[config.mk]
export PLATFORM = sky130hd
export DESIGN_NAME = mmcm_ps_ctrl
export DESIGN_NICKNAME = d
export VERILOG_FILES = /design/src/rtl/mmcm_ps_pkg.sv /design/src/rtl/ps_pos_counter.sv /design/src/rtl/mmcm_ps_ctrl.sv
export SDC_FILE = /design/constraint.sdc
export NUM_CORES = 1
export LEC_CHECK = 0
export ABC_AREA = 1
export CORE_ASPECT_RATIO = 1.4
export CORE_UTILIZATION = 56
export CTS_BUF_LIST = sky130_fd_sc_hd__clkbuf_8
export DETAILED_ROUTE_END_ITERATION = 8
export GPL_TIMING_DRIVEN = 0
export PLACE_DENSITY = 0.94
export SYNTH_ARGS = -nofsm -noshare
export SYNTH_HDL_FRONTEND = slang
export SYNTH_HIERARCHICAL = 1
export SYNTH_SLANG_ARGS = --single-unit
export TNS_END_PERCENT = 30
[constraint.sdc]
create_clock -name psclk -period 2.3 [get_ports psclk]
set_input_delay 0.23 -clock psclk [delete_from_list [all_inputs] [get_ports psclk]]
set_output_delay 0.23 -clock psclk [all_outputs]
set_load 0.02 [all_outputs]
[src/rtl/mmcm_ps_pkg.sv]
// Shared types and constants for the MMCM dynamic phase-shift initiator.
// The psdone latency constant describes the MMCM and is used only by benches.
package mmcm_ps_pkg;

  typedef enum logic [1:0] {
    ST_IDLE   = 2'd0,
    ST_ISSUE  = 2'd1,
    ST_WAIT   = 2'd2,
    ST_FINISH = 2'd3
  } ps_state_e;

  localparam int DEF_PERIOD_STEPS = 1120;
  localparam int DEF_TIMEOUT_CYC  = 64;
  localparam int PSDONE_LATENCY   = 12;

endpackage

[src/rtl/ps_pos_counter.sv]
// Modulo-PERIOD_STEPS up/down phase-position counter.
// A synchronous clear takes priority over a step.
module ps_pos_counter #(
  parameter int POS_W        = 16,
  parameter int PERIOD_STEPS = 1120
) (
  input  logic             psclk,
  input  logic             reset_n,
  input  logic             clr,
  input  logic             step_en,
  input  logic             up,
  output logic [POS_W-1:0] pos
);

  localparam logic [POS_W-1:0] LAST = POS_W'(PERIOD_STEPS - 1);

  always_ff @(posedge psclk or negedge reset_n) begin
    if (!reset_n) begin
      pos <= '0;
    end else if (clr) begin
      pos <= '0;
    end else if (step_en) begin
      if (up) begin
        pos <= (pos == LAST) ? '0 : pos + POS_W'(1);
      end else begin
        pos <= (pos == '0) ? LAST : pos - POS_W'(1);
      end
    end
  end

endmodule

[src/rtl/mmcm_ps_ctrl.sv]
// MMCM phase-shift initiator: issues one psen per requested step, waits for
// psdone each time, tracks absolute phase and aborts on timeout or unlock.
//
// state     | meaning
// ----------+-----------------------------------------------------------
// ST_IDLE   | waiting for a command; pos_clr honoured here
// ST_ISSUE  | psen high this cycle (if locked), timeout counter cleared
// ST_WAIT   | one step outstanding, waiting for psdone
// ST_FINISH | done pulse, busy drops, back to idle
module mmcm_ps_ctrl
  import mmcm_ps_pkg::*;
#(
  parameter int STEP_W       = 16,
  parameter int POS_W        = 16,
  parameter int PERIOD_STEPS = DEF_PERIOD_STEPS,
  parameter int TIMEOUT_CYC  = DEF_TIMEOUT_CYC
) (
  input  logic              psclk,
  input  logic              reset_n,
  input  logic              cmd_valid,
  output logic              cmd_ready,
  input  logic [STEP_W-1:0] cmd_steps,
  input  logic              cmd_dir,
  input  logic              pos_clr,
  input  logic              locked,
  output logic              psen,
  output logic              psincdec,
  input  logic              psdone,
  output logic              busy,
  output logic              done,
  output logic              err_timeout,
  output logic              err_unlock,
  output logic [STEP_W-1:0] steps_left,
  output logic [POS_W-1:0]  phase_pos
);

  localparam int TCNT_W = (TIMEOUT_CYC > 1) ? $clog2(TIMEOUT_CYC) : 1;
  localparam logic [TCNT_W-1:0] TCNT_LAST = TCNT_W'(TIMEOUT_CYC - 1);

  ps_state_e         state;
  logic [TCNT_W-1:0] tcnt;
  logic              accept;
  logic              step_ok;

  assign cmd_ready = (state == ST_IDLE) & locked;
  assign accept    = cmd_valid & cmd_ready;
  // psen is decoded from the state register so the MMCM never sees a pulse
  // in a cycle where lock is already gone, and reset kills it at once.
  assign psen      = (state == ST_ISSUE) & locked;
  assign step_ok   = (state == ST_WAIT) & locked & psdone;

  always_ff @(posedge psclk or negedge reset_n) begin
    if (!reset_n) begin
      state       <= ST_IDLE;
      psincdec    <= 1'b0;
      busy        <= 1'b0;
      done        <= 1'b0;
      err_timeout <= 1'b0;
      err_unlock  <= 1'b0;
      steps_left  <= '0;
      tcnt        <= '0;
    end else begin
      done <= 1'b0;
      case (state)
        ST_IDLE: begin
          if (accept) begin
            steps_left  <= cmd_steps;
            psincdec    <= cmd_dir;
            err_timeout <= 1'b0;
            err_unlock  <= 1'b0;
            busy        <= 1'b1;
            if (cmd_steps == '0) begin
              state <= ST_FINISH;
              done  <= 1'b1;
            end else begin
              state <= ST_ISSUE;
            end
          end
        end
        ST_ISSUE: begin
          if (locked) begin
            tcnt  <= '0;
            state <= ST_WAIT;
          end else begin
            err_unlock <= 1'b1;
            state      <= ST_FINISH;
            done       <= 1'b1;
          end
        end
        ST_WAIT: begin
          if (!locked) begin
            err_unlock <= 1'b1;
            state      <= ST_FINISH;
            done       <= 1'b1;
          end else if (psdone) begin
            steps_left <= steps_left - STEP_W'(1);
            if (steps_left == STEP_W'(1)) begin
              state <= ST_FINISH;
              done  <= 1'b1;
            end else begin
              state <= ST_ISSUE;
            end
          end else if (tcnt == TCNT_LAST) begin
            err_timeout <= 1'b1;
            state       <= ST_FINISH;
            done        <= 1'b1;
          end else begin
            tcnt <= tcnt + TCNT_W'(1);
          end
        end
        ST_FINISH: begin
          busy  <= 1'b0;
          state <= ST_IDLE;
        end
        default: state <= ST_IDLE;
      endcase
    end
  end

  ps_pos_counter #(
    .POS_W       (POS_W),
    .PERIOD_STEPS(PERIOD_STEPS)
  ) u_pos (
    .psclk  (psclk),
    .reset_n(reset_n),
    .clr    (pos_clr & (state == ST_IDLE)),
    .step_en(step_ok),
    .up     (psincdec),
    .pos    (phase_pos)
  );

endmodule
==> qor.yml <==
leakagePower_nw: 2.326
core_sq_mm: 0.006613
drive_above_1_share_pct: 10.91
rsz0062_at_grt: "false"
async_flop_share_pct: 100.0
grt_pass1_vias: 3938
r2r_start: "state[0]"
clk_pin_slew_ns: 0.09
routed_wl_microns: 10330
cts_tree: "yes"
cts-root-buf: "clkbuf_8"
worstPathRequired_ns: 2.07
pwr-share-comb_pct: 67.1
period_minus_slack_ns: 2.140
ios: 62
dr.pass1.iters: 5
clk_path_buf_depth: 2
synth.most_common_cell: "nand2_1"
synth_top_cell_by_area: "dfrtp_1"
cellPowerDensity_mw_per_mm2: 1370
reg2reg_depth: 9
ir_drop_mv: 0.8887
status: "finished clean"
synth_seq_cells: 45
die_area_sq_mm: 0.007213
maxSlewViolCount: 0
vias: 4231
synth_warnings: 6
synthTopCellsByCount: "nand2_1 (216), nor2_1 (77), inv_1 (57)"
timing.slew.headroom_pct: 68.57
grt_max_degree: 34
cts_sinks: 45
fp.dieW_microns: 72.07
tightest_slew_ns: 0.4715
ys_seq_area_share_pct: 29.26
synth_edf_count: 0
fin_cells: 770
wire_per_inst_microns: 13.42
hold_path.class: "input port to async pin"
viasPerCell: 5.495
power.internal_mw: 3.149
place_congestion: 1.006
post-route-util_pct: 71.30
h-tree-depth: 2
hpwlAfterDp_microns: 7995
cp_max_fo: 6
synth_area_leaders: "dfrtp_1 (29%), nand2_1 (21%), nor2_1 (7.5%)"
power.share.sequential_pct: 23.1
antenna_found_initial: 0
rows: 35
cp-startpoint: "state[0]"
p_clk_share_pct: 9.8
swShare_pct: 51.22
nets: 711
end_kind: "primary output"
hold_viol_final: 0
track_usage_pct: 30.21
drtAntennaViolNets: 0
initial_core_util_pct: 58.20
syn_to_final_growth_pct: 22.50
drc: 0
cts_made_buffers: 5
p_switching_mw: 3.307
path_class: "flip-flop to primary output"
num_antenna_cells: 0
port_buffers: 61
synth_nets: 642
syn_area_per_cell_sq_um: 6.330
fmax_ghz: 0.4673
fin_crit_sh_pct: 93.03
synthesis.area_sq_mm: 0.003849
synth_top_area_share_pct: 29.26
grt_overflow: 0
finClkSkew_ns: 0.006332
dp_cells: 762
critPathLaunchType: "flip-flop"
cap_violations: 0
synth_flop_cell: "dfrtp_1"
fin_ws_ns: 0.1602
drt_first_iter_violations: 409
syn_inst: 608
grt_pass1_wl_microns: 17420
worstPathArrival_ns: 1.91
ys_types: 38
dp_slack_ns: -0.2214
die_h_microns: 100.1
setup_viol: 0
clock_latency_ns: 0.30
-- kinds of logic after synthesis --
group	after synthesis	share of synthesized area (%)
AO/OA/AOI/OAI	67	9.656
XOR/XNOR	5	1.138
adder cells (fa/ha/maj)	11	3.576
buffers and inverters	86	10.96
AND/OR/NAND/NOR	394	45.42
flip-flops	45	29.26
-- per-stage QoR --
| stage | power [mW] | hold slack [ns] | area, sq um | TNS, ns |
|---|---|---|---|---|
| 6_report | 6.457 | 0.3496 | 4715 | 0 |
| 5_1_grt | 6.958 | 0.3751 | 4715 | 0 |
| 4_1_cts | 6.409 | 0.3555 | 4715 | 0 |
| 3_5_place_dp | 5.757 | 0.1460 | 4589 | -2.791 |
| 3_3_place_gp | 5.630 | 0.4855 | 4574 | -16.10 |
| 2_1_floorplan | 4.402 | -0.06559 | 3849 | 0 |
-- final timing paths --
path                                        to  slack [ns]
worst max register to register    u_pos/pos[1]        0.21
worst max-delay path                 cmd_ready        0.16
max in group asynchronous              tcnt[2]        1.46
worst min-delay path              u_pos/pos[0]        0.35
worst min register to register  steps_left[13]        0.52
min in group psclk                    psincdec        0.48
-- state kept, by name (all words and copies together) (netlist names) --
name	flops
state	2
tcnt	6
err_unlock	1
u_pos/pos	16
done	1
steps_left	16
err_timeout	1
busy	1
psincdec	1
-- layout by cell type (no fill, tap or decap), types with 5 or more instances in the layout --
| cell | count |
|---|---|
| nand4_1 | 8 |
| nand2_2 | 6 |
| buf_6 | 10 |
| dfrtp_1 | 45 |
| clkbuf_8 | 6 |
| o21ai_1 | 23 |
| nand3_1 | 56 |
| nand2_1 | 216 |
| o21ai_0 | 24 |
| clkdlybuf4s50_1 | 60 |
| a21oi_1 | 10 |
| nor2_4 | 7 |
| buf_2 | 9 |
| inv_2 | 5 |
| nor2_2 | 12 |
| ha_1 | 11 |
| inv_1 | 58 |
| nor2_1 | 76 |
-- metal layers --
| layer | vias up | GRT usage (%) | part of all wire (%) |
|---|---|---|---|
| met3 | 58 | 3.916 | 5.1 |
| met5 | - | 0 | 0 |
| met1 | 1922 | 32.35 | 37 |
| met2 | 196 | 56.07 | 52 |
| li1 | 2055 | - | - |
| met4 | 0 | 16.59 | 5.2 |
-- worst max-delay path, cell delays in order, from the launching register on --
cell	delay, ns
dfrtp_1	0.42
inv_1	0.14
ha_1	0.32
nand2_1	0.09
inv_1	0.05
clkdlybuf4s50_1	0.59
-- what timing repair did --
action | 4_1_cts | 5_1_grt
gates resized for setup | 1 | 0
hold buffers | 1 | 0
endpoints found under the setup margin | 16 | 0
buffers inserted | 0 | 0
hold endpoints to repair | 12 | 0
-- area by class of cell --
type	count	area (sq um)
repair buffers	63	635.6
flip-flops and latches	45	1126
multi-input cells	477	2303
clock inverters	2	33.78
clock buffers	6	82.58
fillers	535	1898
inverters	63	239.0
plain buffers	22	178.9
well taps	92	115.1
-- power groups by stage --
stage	logic [mW]	registers, mW	clock network [mW]
global route	4.75	1.54	0.666
global placement	4.14	1.49	0
floorplan	2.62	1.79	0
detailed placement	4.26	1.50	0
finish	4.33	1.49	0.630
CTS	4.28	1.49	0.645
Power figures use the tool's default switching activity.
